$ cat src/rtl/bm_dl_shared_adder_arbiter_pkg.sv
// Shared definitions for the adder microbenchmarks.
//   SliceW  : width of the time-shared adder slice (one nibble).
//   state_e : sequencing states for the shared-adder FSM.
package bm_dl_shared_adder_arbiter_pkg;

    localparam int unsigned SliceW = 4;

    typedef enum logic [1:0] {
        StIdle = 2'd0,
        StRun  = 2'd1,
        StDone = 2'd2
    } state_e;

endpackage

$ cat src/rtl/bm_dl_shared_adder_arbiter_nibble_adder.sv
// Purely combinational ripple-carry adder slice, one nibble wide.
//   cin  : carry in
//   x, y : nibble operands
//   s    : nibble sum
//   cout : carry out of the top bit
module nibble_adder
    import bm_dl_shared_adder_arbiter_pkg::*;
(
    input  logic              cin,
    input  logic [SliceW-1:0] x,
    input  logic [SliceW-1:0] y,
    output logic [SliceW-1:0] s,
    output logic              cout
);

    always_comb begin : ripple
        logic c;
        c = cin;
        s = '0;
        for (int i = 0; i < SliceW; i++) begin
            s[i] = x[i] ^ y[i] ^ c;
            c    = (x[i] & y[i]) | (c & (x[i] ^ y[i]));
        end
        cout = c;
    end

endmodule

$ cat src/rtl/bm_dl_shared_adder_arbiter.sv
// Two-requester round-robin arbiter in front of a single nibble adder slice.
// A granted operation takes NIBBLES cycles (LSB nibble first) plus one IDLE
// and one DONE cycle.
//   clock, reset        : rising-edge clock, synchronous active-high reset
//   reqN, aN, bN, cinN  : requester N request and operands (N = 0, 1)
//   gnt0, gnt1          : one-cycle grant pulse, first RUN cycle
//   busy                : high in RUN and DONE
//   done, done_id       : one-cycle result-valid pulse and result owner
//   sum, cout           : result, held until the next completion
module bm_dl_shared_adder_arbiter
    import bm_dl_shared_adder_arbiter_pkg::*;
#(
    parameter  int unsigned NIBBLES = 4,
    localparam int unsigned W       = SliceW * NIBBLES
) (
    input  logic         clock,
    input  logic         reset,
    input  logic         req0,
    input  logic [W-1:0] a0,
    input  logic [W-1:0] b0,
    input  logic         cin0,
    input  logic         req1,
    input  logic [W-1:0] a1,
    input  logic [W-1:0] b1,
    input  logic         cin1,
    output logic         gnt0,
    output logic         gnt1,
    output logic         busy,
    output logic         done,
    output logic         done_id,
    output logic [W-1:0] sum,
    output logic         cout
);

    localparam int unsigned     IdxW    = (NIBBLES > 1) ? $clog2(NIBBLES) : 1;
    localparam logic [IdxW-1:0] LastIdx = IdxW'(NIBBLES - 1);

    state_e            state_q, state_d;
    logic [W-1:0]      a_q, b_q, acc_q, acc_d, sum_q;
    logic [IdxW-1:0]   idx_q;
    logic              carry_q, cout_q, owner_q, last_q, gnt0_q, gnt1_q;
    logic              any_req, winner, last_nib;
    logic [SliceW-1:0] x_nib, y_nib, s_nib;
    logic              slice_cout;

    nibble_adder u_slice (
        .cin  (carry_q),
        .x    (x_nib),
        .y    (y_nib),
        .s    (s_nib),
        .cout (slice_cout)
    );

    always_comb begin
        any_req  = req0 | req1;
        // On a tie the requester not served last wins; otherwise the lone one.
        winner   = (req0 & req1) ? ~last_q : req1;
        last_nib = (idx_q == LastIdx);
        x_nib    = a_q[idx_q*SliceW +: SliceW];
        y_nib    = b_q[idx_q*SliceW +: SliceW];
        acc_d    = acc_q;
        acc_d[idx_q*SliceW +: SliceW] = s_nib;
    end

    always_comb begin
        state_d = state_q;
        unique case (state_q)
            StIdle:  if (any_req) state_d = StRun;
            StRun:   if (last_nib) state_d = StDone;
            StDone:  state_d = StIdle;
            default: state_d = StIdle;
        endcase
    end

    always_ff @(posedge clock) begin
        if (reset) begin
            state_q <= StIdle;
            gnt0_q  <= 1'b0;
            gnt1_q  <= 1'b0;
            owner_q <= 1'b0;
            last_q  <= 1'b1;
            sum_q   <= '0;
            cout_q  <= 1'b0;
            carry_q <= 1'b0;
            idx_q   <= '0;
            a_q     <= '0;
            b_q     <= '0;
            acc_q   <= '0;
        end else begin
            state_q <= state_d;
            gnt0_q  <= 1'b0;
            gnt1_q  <= 1'b0;
            case (state_q)
                StIdle: begin
                    if (any_req) begin
                        gnt0_q  <= ~winner;
                        gnt1_q  <= winner;
                        owner_q <= winner;
                        last_q  <= winner;
                        a_q     <= winner ? a1 : a0;
                        b_q     <= winner ? b1 : b0;
                        carry_q <= winner ? cin1 : cin0;
                        idx_q   <= '0;
                    end
                end
                StRun: begin
                    acc_q   <= acc_d;
                    carry_q <= slice_cout;
                    idx_q   <= idx_q + 1'b1;
                    // Visible result only changes on entry to DONE.
                    if (last_nib) begin
                        sum_q  <= acc_d;
                        cout_q <= slice_cout;
                    end
                end
                default: ;
            endcase
        end
    end

    assign gnt0    = gnt0_q;
    assign gnt1    = gnt1_q;
    assign busy    = (state_q != StIdle);
    assign done    = (state_q == StDone);
    assign done_id = owner_q;
    assign sum     = sum_q;
    assign cout    = cout_q;

endmodule

$ cat config.mk
export PLATFORM = sky130hd
export DESIGN_NAME = bm_dl_shared_adder_arbiter
export DESIGN_NICKNAME = d
export VERILOG_FILES = /design/src/rtl/bm_dl_shared_adder_arbiter_pkg.sv /design/src/rtl/bm_dl_shared_adder_arbiter_nibble_adder.sv /design/src/rtl/bm_dl_shared_adder_arbiter.sv
export SDC_FILE = /design/constraint.sdc
export NUM_CORES = 1
export LEC_CHECK = 0
export ABC_AREA = 1
export ABC_CLOCK_PERIOD_IN_PS = 3100
export CORE_ASPECT_RATIO = 2
export CORE_MARGIN = 5
export CORE_UTILIZATION = 40
export CTS_CLUSTER_DIAMETER = 150
export DETAILED_ROUTE_END_ITERATION = 8
export PLACE_DENSITY = 0.69
export SETUP_SLACK_MARGIN = 0.4
export SLEW_MARGIN = 20
export SYNTH_ARGS = -nofsm -noshare
export SYNTH_HDL_FRONTEND = slang
export SYNTH_SLANG_ARGS = --single-unit
export TNS_END_PERCENT = 1
$ cat constraint.sdc
create_clock -name clock -period 3.1 [get_ports clock]
set_input_delay 0.62 -clock clock [delete_from_list [all_inputs] [get_ports clock]]
set_output_delay 0.62 -clock clock [all_outputs]
set_load 0.01 [all_outputs]
After elaboration in Yosys (flattened, before gate mapping). Index checks and enable logic that the tools add are counted.

Register bits: 74. Input bits: 70.

Multiplexer cells: 12. $add $sub $neg: 2. Equal/unequal tests: 5. Shifts and indexed selects: 4. Reductions and logical operators: 8. Bitwise logic cells: 26.

Operator list (count): 4-bit negator with 34-bit output (1); 4-bit by 34-bit variable shift with 16-bit output (first input constant) (1); 4-bit by 34-bit variable part select with 16-bit output (1); 16-bit 2-to-1 mux (2); 16-bit by 5-bit variable part select with 4-bit output (2); 16-bit bitwise mux (1); 1-bit AND (9); 2-bit one-hot mux with 2 select lines (2); 2-bit AND reduction (4); 1-bit bitwise XOR (8); 2-bit 2-to-1 mux (3); 1-bit bitwise OR (5); 2-bit equality test (second input constant) (2); 2-bit inequality test (second input constant) (2); 1-bit inverter (4); 2-bit nonzero test (2); 1-bit 2-to-1 mux (3); 3-bit OR reduction (1); 2-bit by 1-bit adder with 2-bit output (second input constant) (1); 2-bit by 1-bit equality test with 1-bit output (second input constant) (1); 2-bit logical NOT (1); 1-bit one-hot mux with 2 select lines (1).

Depth between registers and ports, before layout. Gate-level depths: netlist (run 1).

Word-level depth: 11. Depth in mapped cells: 17. Gate-level depth less buffers: 16.

Cells and area by module. A second synthesis (run 1) with hierarchy kept.

Cell total of the unflattened synthesis: 581. Area, all modules: 3792.4 um^2.

Modules (own cells, without submodules): bm_dl_shared_adder_arbiter (seq. area each 1401.3 um^2, times used 1, cells each 567, area an instance 3674.8 um^2); nibble_adder (seq. area each 0.0 um^2, times used 1, cells each 14, area an instance 117.6 um^2).

Worst setup path before layout (run 1). No wires, ideal clock.

Path type: register to register. From: register idx_q[0]. To: register acc_q[15]. Required time: 2.991 ns. Data arrival time: 2.796 ns. Setup time: 0.109 ns. Path slack: 0.195 ns. Cell stages (with the launch flop): 18. Path through: dfxtp_1 > buf_2 > buf_2 > nor2_1 > o22a_1 > fa_1 > inv_1 > fa_1 > inv_1 > fa_1 > inv_1 > fa_1 > nand2_1 > nor2_1 > nand2_1 > o211ai_1 > nand2_1 > inv_1.

Longest elaborated chain between the ends: 11.

RTL lines: start, declared (RTL line bm_dl_shared_adder_arbiter.sv:40) `logic [IdxW-1:0] idx_q;`; start signal, assigned (RTL line bm_dl_shared_adder_arbiter.sv:109) `idx_q <= idx_q + 1'b1;`; 16-bit by 5-bit variable part select with 4-bit output (on tied branches) (RTL line bm_dl_shared_adder_arbiter.sv:59, bm_dl_shared_adder_arbiter.sv:60); 1-bit bitwise XOR (RTL line bm_dl_shared_adder_arbiter_nibble_adder.sv:21, bm_dl_shared_adder_arbiter_nibble_adder.sv:22); 1-bit AND (RTL line bm_dl_shared_adder_arbiter_nibble_adder.sv:22) `c = (x[i] & y[i]) | (c & (x[i] ^ y[i]));`; 1-bit bitwise OR (RTL line bm_dl_shared_adder_arbiter_nibble_adder.sv:22); 1-bit AND (RTL line bm_dl_shared_adder_arbiter_nibble_adder.sv:22); 1-bit bitwise OR (RTL line bm_dl_shared_adder_arbiter_nibble_adder.sv:22); 1-bit AND (RTL line bm_dl_shared_adder_arbiter_nibble_adder.sv:22); 1-bit bitwise OR (RTL line bm_dl_shared_adder_arbiter_nibble_adder.sv:22); 1-bit bitwise XOR (RTL line bm_dl_shared_adder_arbiter_nibble_adder.sv:21) `s[i] = x[i] ^ y[i] ^ c;`; 4-bit by 34-bit variable part select with 16-bit output (RTL line bm_dl_shared_adder_arbiter.sv:62) `acc_d[idx_q*SliceW +: SliceW] = s_nib;`; 16-bit bitwise mux (*) (RTL line bm_dl_shared_adder_arbiter.sv:62); end signal, assigned (RTL line bm_dl_shared_adder_arbiter.sv:88) `acc_q <= '0;`; end signal, assigned (RTL line bm_dl_shared_adder_arbiter.sv:107) `acc_q <= acc_d;`; end, declared (RTL line bm_dl_shared_adder_arbiter.sv:39) `logic [W-1:0] a_q, b_q, acc_q, acc_d, sum_q;`.

Mark *: on every way between the ends. The rest lies on a longest branch, timed or not. A chain may end at the register's enable or synchronous reset.

Final worst setup path (run 1).
From: register idx_q[0]. To: register sum_q[11], in the netlist sum[11].

Longest elaborated chain between the ends: 11.

RTL lines: 16-bit by 5-bit variable part select with 4-bit output (on tied branches) (RTL line bm_dl_shared_adder_arbiter.sv:59, bm_dl_shared_adder_arbiter.sv:60); 1-bit bitwise XOR (RTL line bm_dl_shared_adder_arbiter_nibble_adder.sv:21, bm_dl_shared_adder_arbiter_nibble_adder.sv:22); 1-bit AND (RTL line bm_dl_shared_adder_arbiter_nibble_adder.sv:22); 1-bit bitwise OR (RTL line bm_dl_shared_adder_arbiter_nibble_adder.sv:22); 1-bit AND (RTL line bm_dl_shared_adder_arbiter_nibble_adder.sv:22); 1-bit bitwise OR (RTL line bm_dl_shared_adder_arbiter_nibble_adder.sv:22); 1-bit AND (RTL line bm_dl_shared_adder_arbiter_nibble_adder.sv:22); 1-bit bitwise OR (RTL line bm_dl_shared_adder_arbiter_nibble_adder.sv:22); 1-bit bitwise XOR (RTL line bm_dl_shared_adder_arbiter_nibble_adder.sv:21); 4-bit by 34-bit variable part select with 16-bit output (RTL line bm_dl_shared_adder_arbiter.sv:62); 16-bit bitwise mux (RTL line bm_dl_shared_adder_arbiter.sv:62); end signal, assigned (RTL line bm_dl_shared_adder_arbiter.sv:82) `sum_q <= '0;`; end signal, assigned (RTL line bm_dl_shared_adder_arbiter.sv:112) `sum_q <= acc_d;`; end, declared (RTL line bm_dl_shared_adder_arbiter.sv:39).

Parallel ways exist; a longest one is shown, timed or not.

==> results of run 1 <==
==> path summary, 6_finish.rpt <==
path / start / endpoint / depth (start not counted)
max: idx_q[0]$_SDFFE_PP0P_ / sum[11]$_SDFFE_PP0P_ / 15
min: done_id$_SDFFE_PP0P_ / done_id$_SDFFE_PP0P_ / 2
max reg2reg: idx_q[0]$_SDFFE_PP0P_ / sum[11]$_SDFFE_PP0P_ / 15
min reg2reg: done_id$_SDFFE_PP0P_ / done_id$_SDFFE_PP0P_ / 2
==> flip-flops by register name, indices dropped and copies added, names as in the netlist <==
name and cells:
a_q 16, carry_q 1, gnt0 1, sum 16
done_id 1, gnt1 1, last_q 1, cout 1
acc_q 16, b_q 16, idx_q 2, state_q 2
==> layout make-up <==
| class | count | area (um^2) | area share (%) |
|---|---|---|---|
| multi-input combinational | 383 | 1930 | 36.9 |
| sequential | 74 | 1490 | 28.4 |
| timing repair buffer | 105 | 1010 | 19.3 |
| inverter | 100 | 388 | 7.40 |
| clock buffer | 12 | 236 | 4.51 |
| tap | 132 | 165 | 3.15 |
| clock inverter | 3 | 17.5 | 0.334 |
==> worst max-delay path, delay by kind of cell (launching register included) <==
kind	cells	cell delay (ns)
fa+ha+maj	4	1.30
flops	1	0.42
compound gates	3	0.37
simple gates	4	0.32
buf+inv	4	0.21
==> layer usage <==
layer | share of wire, % | GRT usage [%]
met5 | 0 | 0
met3 | 3.8 | 3.21
met1 | 36 | 18.1
met4 | 2.8 | 8.80
met2 | 57 | 35.6
==> cells by family after synthesis <==
logic type | count (synthesis) | share of synthesized area (%)
DFF | 74 | 37.4
AOI/OAI and AO/OA | 146 | 21.5
buffers and inverters | 134 | 14.5
and+or+nand+nor | 227 | 22.8
adders and majority gates | 10 | 3.91
==> report_power, final <==
part	total, W	switching (W)	internal (W)	leakage [nW]
Combinational	0.000600	0.000336	0.000264	1.74
Sequential	0.00108	0.0000486	0.00103	0.610
Clock	0.000913	0.000378	0.000534	0.122
==> placed cells by master (no fill, tap or decap) <==
| cell | instances |
|---|---|
| nand2_1 | 157 |
| inv_1 | 91 |
| clkdlybuf4s50_1 | 91 |
| dfxtp_1 | 72 |
| a21oi_1 | 49 |
| nor2_1 | 40 |
| o21ai_0 | 33 |
| o211ai_1 | 24 |
| o21a_1 | 16 |
| o21ai_1 | 15 |
| nand3_1 | 15 |
| buf_4 | 13 |
| clkbuf_16 | 9 |
| ha_1 | 6 |
| inv_2 | 5 |
| o22ai_1 | 4 |
| o22a_1 | 4 |
| nand2_2 | 4 |
| nor3_1 | 4 |
| nand4_1 | 4 |
| fa_2 | 3 |
| clkbuf_1 | 3 |
| nor2_4 | 2 |
| clkinv_1 | 2 |
| clkinv_2 | 2 |
| dfxtp_4 | 2 |
| inv_8 | 1 |
| inv_6 | 1 |
| o21ai_2 | 1 |
| nor2_2 | 1 |
| fa_1 | 1 |
| clkinvlp_4 | 1 |
| buf_1 | 1 |
==> through the flow <==
step,util (%),setup slack (ns),total power (W),instances,area (um^2)
2_1_floorplan,-,0.408,0.00149,591,4010
3_3_place_gp,50.5,0.202,0.00166,784,4890
3_5_place_dp,50.5,0.113,0.00167,784,4890
4_1_cts,54.0,0.369,0.00261,809,5240
5_1_grt,54.0,0.230,0.00273,809,5240
6_report,54.0,0.376,0.00259,809,5240
==> repair_timing <==
action                     in CTS  in global routing
buffers inserted               10                  0
setup endpoints to repair      13                 12
gates resized for setup         9                  2
pin swaps                       6                  6
==> results.md, run 1 <==
- Status: finished clean
- Fin crit period: 2.72 ns
- Root Buffer: clkbuf_16
- DRC viols: 0
- Cell Rows: about 50
- CTS tree: done
- Antenna violation net count after detailed routing: 0
- Post-synthesis cell type count: 25
- Syn avg cell area: about 6.7 um^2
- Worst reg-to-reg setup slack: around 0.38 ns
- Vias: around 3900
- Diode count: 0
- Max cap viols: 0
- Clock transition at the registers of the reported paths: approximately 0.06 ns
- # IOs: just over 90
- Worst VDD drop: ~0.00033 V
- Synthesis-to-finish area growth: 32.1%
- Post-Syn Area: between 3000 and 4000 um^2
- Ys Warns: 0
- CP Launch Type: flop
- Grt total ovfl: 0
- Largest area contributor in the netlist: dfxtp_1
- CTS Buf Count: 9
- Syn Nets: approximately 670
- Total GRT Usage: 18.4%
- Final Hold Viols: 0
- Routed WL: approximately 11000 um
- FFs w/ async S/R, synth: 0%
- Starting DRT DRC Count: 152
- Arr. time, crit path: between 2 and 3 ns
- Setup TNS: 0 ns
- CORE AREA: 9700 um^2
- Area fraction of the dominant cell type after synthesis: 37.4%
- Slew of the pin with the lowest slew margin: ~0.77 ns
- Die Wd: about 80 um
- Crit Path Category: flop to flop
- First-pass GRT wire length: around 17000 um
- Clock sinks: between 70 and 80
- Drt first pass iters: 4
- Total die area: 12100 um^2
- Placer Congestion: 0.868
- Die H: ~150 um
- Post-Synthesis Cells: between 500 and 600
- Number of fill cells: a little over 1000
- Synth top cells by count: nand2_1, inv_1, dfxtp_1
- Leakage: around 2.5 nW
- Top_reg_cell synth: dfxtp_1
- CP max FO: 7
- Most numerous cell in the Yosys netlist: nand2_1
- CP max-delay cell: fa_1
- Critical Path Max Stage Delay: between 0.4 and 0.5 ns
- Max Slew Vio Count: 0
- Register bit total from synthesis: 74
- Worst Skew: just under 0.008 ns
- Fin nets: about 750
- Max Clk Rate: 367 MHz
- Sequential area share after synthesis: a little under two fifths
- Initial antenna violation count: 0
- Layout cells sized above 1: roughly 6.6%
- Wire length per cell: roughly 13 um
- Worst slew margin: 48.7%
- RSZ-0062 raised after global routing: true
- # hold bufs at CTS: 0
- Worst Hold Class: flop to flop
- Clk buf depth: 2
- Critical path capture point type: flop
- Critical-path cell list: o21ai_2 > o22a_1 > fa_2 > inv_2 > fa_2 > inv_1 > fa_2 > inv_2 > fa_1 > nand2_2 > nor2_1 > nand2_1 > o211ai_1 > nand2_1 > inv_1
- Ranking of synthesized cells by area: dfxtp_1, nand2_1, inv_1, a21oi_1, o21ai_0
- Latest clock arrival within the worst-skew pair: ~0.34 ns
- Top cell by count, worst path: fa_2
- Pin count of the biggest net entering global routing: between 60 and 70
- Vias/cell: slightly below 5
- Post-synth EDFFs: 0
- Setup Viol. Count Final: 0
- Cell Pwr Density: 494 nW/um^2
- Vias in the first global route: just under 4000
- CP Data Required Time: 3.34 ns
- Initial Util: about two fifths
- PortBufs: 91
- Final period util: approximately 88%
- Worst hold margin: a little under 0.5 ns
- Max H-tree Level: 3
- Post-DP HPWL: slightly below 8000 um
No activity file was read; power rests on OpenSTA's default activity.
==> run 2: changes to the inputs <==
- CORE_MARGIN: 5 -> not set
- SYNTH_HIERARCHICAL: not set -> 1
==> results.md, run 2 <==
- Fin crit period: 2.80 ns (was 2.72 ns)
- Max cap viols: 0 (unchanged)
- Clock share of power: 36.3% (was 35.3%)
- Syn avg cell area: 6.53 um^2 (was 6.71 um^2)
- Clock sinks: 70 (was 74)
- Cell Rows: 49 (was 51)
- Vias in the first global route: 3554 (was 3881)
- Max Clk Rate: 357 MHz (was 367 MHz)
- PortBufs: 91 (unchanged)
- Post-synth EDFFs: 0 (unchanged)
- Most numerous cell in the Yosys netlist: nand2_1 (unchanged)
- Latest clock arrival within the worst-skew pair: 0.34 ns (about the same)
- Power share of the combinational group: 23.2% (about the same)
- Routed WL: 9450 um (was 10500 um)
- Commonest non-fill, non-tap cells in the layout: nand2_1, clkdlybuf4s50_1, inv_1, dfxtp_1, nor2_1 (was nand2_1, inv_1, clkdlybuf4s50_1, dfxtp_1, a21oi_1)
- Initial antenna violation count: 0 (unchanged)
- Buffers & Inverters on Critical Path: 5 (was 4)
- Crit Path Category: flop to flop (unchanged)
- Most common cell after layout, fill and taps aside: nand2_1 (unchanged)
- Die H: 140 um (was 151 um)
- Register bit total from synthesis: 70 (was 74)
- Post-Synthesis Cells: 581 (was 591)
- Final Hold Viols: 0 (unchanged)
- Crit-path leading delay family: adder cells (unchanged)
- Post-synthesis cell type count: 27 (was 25)
- Antenna violation net count after detailed routing: 0 (unchanged)
- Internal cell power: 0.00177 W (was 0.00183 W)
- Wire length per cell: 12.3 um (was 13.0 um)
- Total GRT Usage: 20.3% (was 18.4%)
- Fin nets: 744 (was 753)
- Worst VDD drop: 0.000327 V (was 0.000330 V)
- Setup TNS: 0 ns (unchanged)
- WHS Endpoint: a_q[8]$_SDFFE_PP0P_ (was done_id$_SDFFE_PP0P_)
- Worst Skew: 0.00746 ns (was 0.00768 ns)
- Root Buffer: clkbuf_16 (unchanged)
- Worst Hold Depth: 2 (unchanged)
- DRC viols: 0 (unchanged)
- # IOs: 92 (unchanged)
- Arr. time, crit path: 3.09 ns (was 2.96 ns)
- Drt first pass iters: 6 (was 4)
- Sequential area share after synthesis: 37.0% (was 37.4%)
- Post-DP HPWL: 6970 um (was 7710 um)
- Final period util: 90.3% (was 87.9%)
- Area fraction of the dominant cell type after synthesis: 37.0% (was 37.4%)
- Hold path start: a_q[8]$_SDFFE_PP0P_ (was done_id$_SDFFE_PP0P_)
- Max Slew Vio Count: 0 (unchanged)
- Vias: 3801 (was 3917)
- Pin count of the biggest net entering global routing: 63 (was 66)
- Reg-to-Reg End: acc_q[7]$_SDFFE_PP0P_ (was sum[11]$_SDFFE_PP0P_)
- Final WS setup: 0.302 ns (was 0.376 ns)
- RSZ-0062 raised after global routing: true (unchanged)
- Max H-tree Level: 3 (unchanged)
- Top_reg_cell synth: dfxtp_1 (unchanged)
- Setup WS pre-CTS: 0.221 ns (was 0.113 ns)
- R2R depth: 16 (was 15)
- FFs w/ async S/R, synth: 0% (unchanged)
- Worst reg-to-reg setup slack: 0.30 ns (was 0.38 ns)
- Synthesis-to-finish area growth: 34.1% (was 32.1%)
- Critical Path Max Stage Delay: 0.42 ns (was 0.44 ns)
- Ys Warns: 6 (was 0)
- Total Power: 0.00248 W (was 0.00259 W)
- Status: finished clean (unchanged)
- Worst slew margin: 64.9% (was 48.7%)
- Clock transition at the registers of the reported paths: 0.05 ns (was 0.06 ns)
- # hold bufs at CTS: 0 (unchanged)
- Cell Pwr Density: 488 nW/um^2 (was 494 nW/um^2)
- First-pass GRT wire length: 15800 um (was 17400 um)
- Syn Nets: 660 (was 671)
- CP Launch Type: flop (unchanged)
- Slew of the pin with the lowest slew margin: 0.526 ns (was 0.768 ns)
- CP max FO: 6 (was 7)
- CTS tree: done (unchanged)
- Worst Hold Class: flop to flop (unchanged)
- Net Sw Frac: 28.8% (was 29.5%)
- Clk buf depth: 2 (unchanged)
- Vias/cell: 4.94 (was 4.84)
- Post-Syn Area: 3790 um^2 (was 3970 um^2)
- Placer Congestion: 0.862 (was 0.868)
- Critical-path cell list: o21ai_0 > o22ai_2 > fa_2 > inv_2 > fa_2 > inv_1 > fa_2 > inv_2 > fa_1 > inv_2 > nand2_1 > nor2_2 > nand3_2 > nand3_1 > nand2_1 > inv_1 (was o21ai_2 > o22a_1 > fa_2 > inv_2 > fa_2 > inv_1 > fa_2 > inv_2 > fa_1 > nand2_2 > nor2_1 > nand2_1 > o211ai_1 > nand2_1 > inv_1)
- Largest area contributor in the netlist: dfxtp_1 (unchanged)
- NetSw: 0.000714 W (was 0.000763 W)
- Starting DRT DRC Count: 220 (was 152)
- CORE AREA: 9070 um^2 (was 9700 um^2)
- CP max-delay cell: fa_1 (unchanged)
- Synth top cells by count: nand2_1, inv_1, dfxtp_1 (unchanged)
- CP Data Required Time: 3.39 ns (was 3.34 ns)
- Total die area: 9900 um^2 (was 12100 um^2)
- Critical path capture point type: flop (unchanged)
- Die Wd: 70.9 um (was 80.4 um)
- Leakage: 2.44 nW (was 2.48 nW)
- Diode count: 0 (unchanged)
- Ranking of synthesized cells by area: dfxtp_1, nand2_1, inv_1, o21ai_0, nor2_1 (was dfxtp_1, nand2_1, inv_1, a21oi_1, o21ai_0)
- Layout cells sized above 1: 9.43% (was 6.65%)
- Setup Viol. Count Final: 0 (unchanged)
- Initial Util: 41.8% (was 40.9%)
- Worst R2R Start: idx_q[0]$_SDFFE_PP0P_ (unchanged)
- CTS Buf Count: 9 (unchanged)
- Grt total ovfl: 0 (unchanged)
- Sequential power share: 40.5% (was 41.6%)
==> run 2: cell count changes after synthesis, sizes merged, moves of 7 or more <==
cell	delta
nand3	+14
inv	-10
o211ai	-16
nand2	+21
clkbuf	-7
a21oi	-14
o21a	-16
nor2	+17
==> run 2: stage by stage <==
stage               util (%)  area (um^2)  hold WS, ns  cells
floorplan                  -         3820        0.427    581
global placement        51.7         4690        0.429    749
detailed placement      51.7         4690        0.454    749
CTS                     55.2         5010        0.462    765
global route            56.0         5080        0.480    770
finish                  56.0         5080        0.461    770
==> run 2: routing by layer <==
| layer | GRT usage, % | vias to the layer above | part of all wire [%] |
|---|---|---|---|
| li1 | - | 1972 | - |
| met1 | 19.8 | 1719 | 37 |
| met2 | 38.7 | 84 | 57 |
| met3 | 2.53 | 26 | 2.6 |
| met4 | 13.5 | 0 | 3.9 |
| met5 | 0 | - | 0 |
==> run 2: final cells by class <==
type	count	area [um^2]
clock inverter	2	10.0
fill	891	3990
multi-input combinational	390	1930
tap	102	128
inverter	89	349
sequential	70	1410
timing repair buffer	104	1010
clock buffer	12	246
timing repair inverter	1	6.26
==> run 2: cell families after synthesis <==
family / Yosys count / share of synthesized area (%)
and+or+nand+nor: 281 / 30.9
buffers and inverters: 121 / 14.2
AOI/OAI and AO/OA: 100 / 14.2
DFF: 70 / 37.0
adders and majority gates: 9 / 3.76
==> run 2: worst max path at each step <==
stage,from,to,cells after the start
after global placement,idx_q[0]$_SDFFE_PP0P_,acc_q[7]$_SDFFE_PP0P_,17
after global routing,idx_q[0]$_SDFFE_PP0P_,sum[15]$_SDFFE_PP0P_,14
final,idx_q[0]$_SDFFE_PP0P_,acc_q[7]$_SDFFE_PP0P_,16
after floorplan,idx_q[0]$_SDFFE_PP0P_,acc_q[7]$_SDFFE_PP0P_,19
after CTS,idx_q[0]$_SDFFE_PP0P_,acc_q[7]$_SDFFE_PP0P_,17
after detailed placement,idx_q[0]$_SDFFE_PP0P_,acc_q[7]$_SDFFE_PP0P_,17
==> run 2: power groups by stage <==
stage	Clock, W	Sequential [W]	Combinational (W)
after floorplan	0	0.00101	0.000371
after global placement	0	0.00102	0.000510
after detailed placement	0	0.00102	0.000524
after CTS	0.000913	0.00100	0.000545
after global routing	0.000963	0.00101	0.000646
final	0.000901	0.00100	0.000575
==> run 2: repair_timing <==
| action | in CTS | in global routing |
|---|---|---|
| resized for setup | 17 | 13 |
| pin swaps | 2 | 5 |
| setup endpoints to repair | 7 | 9 |
| buffers inserted | 2 | 4 |
| cloned | 0 | 1 |
==> run 2: worst reg2reg max path, cell delays in order, from the launching register on <==
cell and delay [ns]:
dfxtp_4 0.38, o21ai_0 0.26, o22ai_2 0.13, fa_2 0.34, inv_2 0.06, fa_2 0.17
inv_1 0.05, fa_2 0.33, inv_2 0.06, fa_1 0.42, inv_2 0.09, nand2_1 0.06
nor2_2 0.15, nand3_2 0.09, nand3_1 0.08, nand2_1 0.05, inv_1 0.04
